===== src/rtl/aftab_bsu_scheduler_if.sv =====
// Signal bundle between the two BSU requesters, the shared aftab_BSU and the scheduler.
// The slave modport is the scheduler's view; master is the requester/BSU side.
interface aftab_bsu_scheduler_if #(
  parameter int size = 32
);
  logic            req0;
  logic            req1;
  logic [size-1:0] dataIn0;
  logic [size-1:0] dataIn1;
  logic [4:0]      shiftAmount0;
  logic [4:0]      shiftAmount1;
  logic [1:0]      selShift0;
  logic [1:0]      selShift1;
  logic            grant0;
  logic            grant1;
  logic            respValid0;
  logic            respValid1;
  logic            respAck0;
  logic            respAck1;
  logic [size-1:0] respData;
  logic [size-1:0] bsuDataIn;
  logic [4:0]      bsuShiftAmount;
  logic [1:0]      bsuSelShift;
  logic [size-1:0] bsuDataOut;
  logic            busy;

  modport slave (
    input  req0, req1, dataIn0, dataIn1, shiftAmount0, shiftAmount1,
           selShift0, selShift1, respAck0, respAck1, bsuDataOut,
    output grant0, grant1, respValid0, respValid1, respData,
           bsuDataIn, bsuShiftAmount, bsuSelShift, busy
  );

  modport master (
    output req0, req1, dataIn0, dataIn1, shiftAmount0, shiftAmount1,
           selShift0, selShift1, respAck0, respAck1, bsuDataOut,
    input  grant0, grant1, respValid0, respValid1, respData,
           bsuDataIn, bsuShiftAmount, bsuSelShift, busy
  );
endinterface


===== src/rtl/aftab_bsu_scheduler.sv =====
// Round-robin sharing of one aftab_BSU between the EXE stage (port 0) and the
// mul/div normalisation unit (port 1); registered operands, valid/ack result return.
module aftab_bsu_scheduler #(
  parameter int size = 32
) (
  input  logic                  clk,
  input  logic                  rst,
  aftab_bsu_scheduler_if.slave  bus
);

  typedef enum logic [1:0] {
    IDLE  = 2'd0,
    ISSUE = 2'd1,
    RESP  = 2'd2
  } state_e;

  state_e          state_q, state_d;
  logic            last_grant_q, last_grant_d;
  logic            owner_q, owner_d;
  logic [size-1:0] data_q, data_d;
  logic [4:0]      amt_q, amt_d;
  logic [1:0]      sel_q, sel_d;
  logic [size-1:0] resp_data_q, resp_data_d;
  logic            gnt0, gnt1;
  logic            owner_ack;

  // Arbitration: on a tie the port that did not win last time goes first.
  // Gating with rst keeps the grants low while reset is held.
  always_comb begin
    // NOTE: every combinational output gets a default first so no latch is inferred.
    gnt0 = 1'b0;
    gnt1 = 1'b0;
    if (rst && state_q == IDLE) begin
      if (bus.req0 && bus.req1) begin
        gnt0 = last_grant_q;
        gnt1 = !last_grant_q;
      end else begin
        gnt0 = bus.req0;
        gnt1 = bus.req1;
      end
    end
  end

  assign owner_ack = owner_q ? bus.respAck1 : bus.respAck0;

  // State register
  always_ff @(posedge clk or negedge rst) begin
    // NOTE: sequential state uses non-blocking assignments so all flops update together.
    if (!rst) state_q <= IDLE;
    else      state_q <= state_d;
  end

  // Next-state and datapath next-value logic
  always_comb begin
    state_d      = state_q;
    last_grant_d = last_grant_q;
    owner_d      = owner_q;
    data_d       = data_q;
    amt_d        = amt_q;
    sel_d        = sel_q;
    resp_data_d  = resp_data_q;
    unique case (state_q)
      IDLE: begin
        if (gnt0 || gnt1) begin
          state_d      = ISSUE;
          owner_d      = gnt1;
          last_grant_d = gnt1;
          data_d       = gnt1 ? bus.dataIn1      : bus.dataIn0;
          amt_d        = gnt1 ? bus.shiftAmount1 : bus.shiftAmount0;
          sel_d        = gnt1 ? bus.selShift1    : bus.selShift0;
        end
      end
      ISSUE: begin
        resp_data_d = bus.bsuDataOut;
        state_d     = RESP;
      end
      RESP: begin
        if (owner_ack) state_d = IDLE;
      end
      default: state_d = IDLE;
    endcase
  end

  always_ff @(posedge clk or negedge rst) begin
    // NOTE: operand and result registers are reset so the BSU sees zeros, not X, after reset.
    if (!rst) begin
      last_grant_q <= 1'b1;
      owner_q      <= 1'b0;
      data_q       <= '0;
      amt_q        <= '0;
      sel_q        <= '0;
      resp_data_q  <= '0;
    end else begin
      last_grant_q <= last_grant_d;
      owner_q      <= owner_d;
      data_q       <= data_d;
      amt_q        <= amt_d;
      sel_q        <= sel_d;
      resp_data_q  <= resp_data_d;
    end
  end

  // Output logic
  always_comb begin
    bus.grant0         = gnt0;
    bus.grant1         = gnt1;
    bus.respValid0     = (state_q == RESP) && !owner_q;
    bus.respValid1     = (state_q == RESP) &&  owner_q;
    bus.busy           = (state_q != IDLE);
    bus.respData       = resp_data_q;
    bus.bsuDataIn      = data_q;
    bus.bsuShiftAmount = amt_q;
    bus.bsuSelShift    = sel_q;
  end

endmodule


===== src/flat_wrapper.sv =====
// flat-port wrapper written by rule: the top's interface ports become plain ports
module aftab_bsu_scheduler_flat 
#(
  parameter int size = 32
)
  (clk, rst, bus_req0, bus_req1, bus_dataIn0, bus_dataIn1, bus_shiftAmount0, bus_shiftAmount1, bus_selShift0, bus_selShift1, bus_respAck0, bus_respAck1, bus_bsuDataOut, bus_grant0, bus_grant1, bus_respValid0, bus_respValid1, bus_respData, bus_bsuDataIn, bus_bsuShiftAmount, bus_bsuSelShift, bus_busy);
  aftab_bsu_scheduler_if #(.size(size)) bus_i ();
  input  logic clk;
  input  logic rst;
  input wire logic [$bits(bus_i.req0)-1:0] bus_req0;
  input wire logic [$bits(bus_i.req1)-1:0] bus_req1;
  input wire logic [$bits(bus_i.dataIn0)-1:0] bus_dataIn0;
  input wire logic [$bits(bus_i.dataIn1)-1:0] bus_dataIn1;
  input wire logic [$bits(bus_i.shiftAmount0)-1:0] bus_shiftAmount0;
  input wire logic [$bits(bus_i.shiftAmount1)-1:0] bus_shiftAmount1;
  input wire logic [$bits(bus_i.selShift0)-1:0] bus_selShift0;
  input wire logic [$bits(bus_i.selShift1)-1:0] bus_selShift1;
  input wire logic [$bits(bus_i.respAck0)-1:0] bus_respAck0;
  input wire logic [$bits(bus_i.respAck1)-1:0] bus_respAck1;
  input wire logic [$bits(bus_i.bsuDataOut)-1:0] bus_bsuDataOut;
  output wire logic [$bits(bus_i.grant0)-1:0] bus_grant0;
  output wire logic [$bits(bus_i.grant1)-1:0] bus_grant1;
  output wire logic [$bits(bus_i.respValid0)-1:0] bus_respValid0;
  output wire logic [$bits(bus_i.respValid1)-1:0] bus_respValid1;
  output wire logic [$bits(bus_i.respData)-1:0] bus_respData;
  output wire logic [$bits(bus_i.bsuDataIn)-1:0] bus_bsuDataIn;
  output wire logic [$bits(bus_i.bsuShiftAmount)-1:0] bus_bsuShiftAmount;
  output wire logic [$bits(bus_i.bsuSelShift)-1:0] bus_bsuSelShift;
  output wire logic [$bits(bus_i.busy)-1:0] bus_busy;
  assign bus_i.req0 = bus_req0;
  assign bus_i.req1 = bus_req1;
  assign bus_i.dataIn0 = bus_dataIn0;
  assign bus_i.dataIn1 = bus_dataIn1;
  assign bus_i.shiftAmount0 = bus_shiftAmount0;
  assign bus_i.shiftAmount1 = bus_shiftAmount1;
  assign bus_i.selShift0 = bus_selShift0;
  assign bus_i.selShift1 = bus_selShift1;
  assign bus_i.respAck0 = bus_respAck0;
  assign bus_i.respAck1 = bus_respAck1;
  assign bus_i.bsuDataOut = bus_bsuDataOut;
  assign bus_grant0 = bus_i.grant0;
  assign bus_grant1 = bus_i.grant1;
  assign bus_respValid0 = bus_i.respValid0;
  assign bus_respValid1 = bus_i.respValid1;
  assign bus_respData = bus_i.respData;
  assign bus_bsuDataIn = bus_i.bsuDataIn;
  assign bus_bsuShiftAmount = bus_i.bsuShiftAmount;
  assign bus_bsuSelShift = bus_i.bsuSelShift;
  assign bus_busy = bus_i.busy;
  aftab_bsu_scheduler #(.size(size)) u_core (.clk(clk), .rst(rst), .bus(bus_i));
endmodule

===== config.mk =====
export PLATFORM = sky130hd
export DESIGN_NAME = aftab_bsu_scheduler_flat
export DESIGN_NICKNAME = d
export VERILOG_FILES = /design/src/rtl/aftab_bsu_scheduler_if.sv /design/src/rtl/aftab_bsu_scheduler.sv /design/src/flat_wrapper.sv
export SDC_FILE = /design/constraint.sdc
export NUM_CORES = 1
export LEC_CHECK = 0
export CORE_MARGIN = 2
export CORE_UTILIZATION = 67
export DETAILED_ROUTE_END_ITERATION = 6
export DONT_BUFFER_PORTS = 1
export MAX_ROUTING_LAYER = met4
export PLACE_DENSITY = 0.9
export REMOVE_ABC_BUFFERS = 1
export SYNTH_ARGS = -nofsm -noshare
export SYNTH_HDL_FRONTEND = slang
export SYNTH_SLANG_ARGS = --single-unit

===== constraint.sdc =====
create_clock -name clk -period 2.2 [get_ports clk]
set_clock_uncertainty 0.05 [all_clocks]
set_input_delay 0.44 -clock clk [delete_from_list [all_inputs] [get_ports clk]]
set_output_delay 0.44 -clock clk [all_outputs]
set_load 0.02 [all_outputs]

==> flow_summary.json <==
{
  "postSynthCellCount": 322,
  "slew_headroom_pct": 62.34,
  "layout-drive-gt1-share_pct": 20.83,
  "violations": "hold timing",
  "final_common_cell": "dfrtp_1",
  "critPathKind": "reg -> out",
  "required_ns": 1.71,
  "crit_path_max_fanout": 10,
  "tightest_slew_ns": 0.5649,
  "post-route-min-period_ns": 1.975,
  "hold_class": "in -> async",
  "cts_tree": "yes",
  "most-common-layout-cells": "74 x dfrtp_1, 40 x o21ai_0, 39 x nand4_1, 39 x a21oi_1, 39 x a31oi_1",
  "final_nets": 424,
  "antenna_found_initial": 1,
  "final_area_um2": 3702,
  "dpl_cell_area_um2": 3471,
  "die_w_um": 75.26,
  "track_usage_pct": 31.11,
  "cts.sinks": 75,
  "syn_area_per_cell_um2": 10.57,
  "h-tree-depth": 3,
  "ant_nets": 0,
  "num_io_pins": 192,
  "grt_pass1_wl_um": 12610,
  "first_pass_iters": 5,
  "drc": 0,
  "insertion_delay_ns": 0.33,
  "dpl.hpwl_um": 6100,
  "drt-initial-drc-count": 269,
  "arrival_ns": 1.49,
  "port_buffers": 0,
  "ys_types": 22,
  "core_region_area_um2": 4817,
  "ir_drop_mv": 0.8918,
  "wl_um": 8838,
  "grt_pass1_vias": 2488,
  "worst_slack_ns": 0.2247,
  "area_delta_synth_final_pct": 8.827,
  "start_util_pct": 70.62,
  "end_kind": "output pin",
  "postCtsSetupBuffers": 0,
  "p_leak_nw": 1.428,
  "place_congestion": 0.9118,
  "vias_per_cell": 7.158,
  "maxCapViolCount": 0,
  "die_h_um": 75.26,
  "final-max-slew-violation-count": 0,
  "avgRoutedWirePerCell_um": 23.26,
  "cp-start-kind": "register",
  "num_vias": 2720,
  "cts_resized": 0,
  "fin_crit_sh_pct": 89.79,
  "synth_area_um2": 3402,
  "setup_violations": 0,
  "clockBufferDepth": 2,
  "fin_util_pct": 76.86,
  "ys_warn_count": 0,
  "clk_pin_slew_ns": 0.07,
  "cts-root-buf": "clkbuf_8",
  "dieArea_um2": 5663,
  "fmax_mhz": 506.2,
  "hold_viol": 75,
  "overflow": 0,
  "grt_setup_unrepaired": "no",
  "hold_ws_ns": -0.2503,
  "seq_area_frac_synth_pct": 55.20,
  "grt_start_max_net_pins": 117,
  "dp_slack_ns": 0.4571,
  "powerDensity_nw_per_um2": 1680,
  "row_count": 25,
  "status": "finished, violations left",
  "ys_ff_latch": 75,
  "cts_buffers": 9
}
==> cell type report <==
type	instances	area, um2
sequential	75	1878
multi-input combinational	206	1375
fill	352	1115
clock buffer	9	123.9
timing repair buffer	13	122.6
clock inverter	6	105.1
tap	67	83.83
inverter	3	11.26
antenna	1	2.502
==> worst max-delay path: stages, from the launching register on <==
cell and delay (ns):
dfrtp_1 0.46, nor2_2 0.46, inv_1 0.24
==> synth_stat cells <==
library cell,n,area share [%]
and2_1,1,0.18
dfrtp_1,74,54
nand4bb_1,1,0.33
a21boi_1,1,0.22
or2_0,1,0.18
o21ai_0,40,5.9
dfstp_2,1,0.77
nor2_1,4,0.44
a31oi_1,39,7.2
buf_1,1,0.11
and2_0,1,0.18
nand4_1,39,7.2
inv_1,3,0.33
a21oi_1,39,5.7
o22ai_1,2,0.37
clkbuf_1,25,2.8
mux2_2,33,11
buf_2,12,1.8
and3_1,1,0.18
nand2b_1,2,0.37
nor3b_2,1,0.37
nand2_1,1,0.11
==> metal layers <==
layer | part of all wire [%] | track usage (%) | up-vias
met5 | 0 | - | -
met1 | 34 | 38.89 | 1329
met4 | 2.4 | 14.42 | 0
met3 | 11 | 8.166 | 23
met2 | 52 | 47.66 | 179
li1 | - | - | 1189
==> power breakdown <==
part	leakage [nW]	switching (mW)	internal, mW
registers	0.850	1.36	2.06
clock network	0.119	0.482	0.741
logic	0.460	0.873	0.705
==> final timing paths <==
path / start / endpoint / slack, ns / depth (start not counted)
min in group clk: bus_bsuDataOut[3] / u_core.bus.respData[3] / 0.20 / 1
min reg2reg: u_core.last_grant_q / u_core.last_grant_q / 0.48 / 2
max in group asynchronous: rst / u_core.last_grant_q / 2.15 / 0
min: rst / u_core.bus.bsuShiftAmount[4] / -0.25 / 0
max: u_core.state_q[0] / bus_busy / 0.22 / 2
max reg2reg: u_core.state_q[0] / u_core.bus.bsuDataIn[9] / 0.42 / 5
==> through the flow <==
| step | power [mW] | TNS (ns) | instances |
|---|---|---|---|
| after detailed placement | 5.010 | 0 | 364 |
| after floorplan | 4.382 | -29.11 | 284 |
| after CTS | 6.226 | 0 | 379 |
| after global routing | 6.530 | 0 | 380 |
| after global placement | 4.893 | 0 | 364 |
| final | 6.219 | 0 | 380 |
==> cells by family after synthesis <==
logic type	after synthesis	synth area share, %
and+or+nand+nor	52	9.526
buffers and inverters	41	4.965
muxes	33	10.92
AOI/OAI and AO/OA	121	19.38
DFF	75	55.20
==> registers in the layout, summed over array words and instances (netlist names) <==
| register | flops |
|---|---|
| u_core.bus.bsuSelShift | 2 |
| u_core.bus.bsuDataIn | 32 |
| u_core.state_q | 2 |
| u_core.bus.bsuShiftAmount | 5 |
| u_core.bus.respData | 32 |
| u_core.last_grant_q | 1 |
| u_core.owner_q | 1 |
No activity file was read; power rests on OpenSTA's default activity.
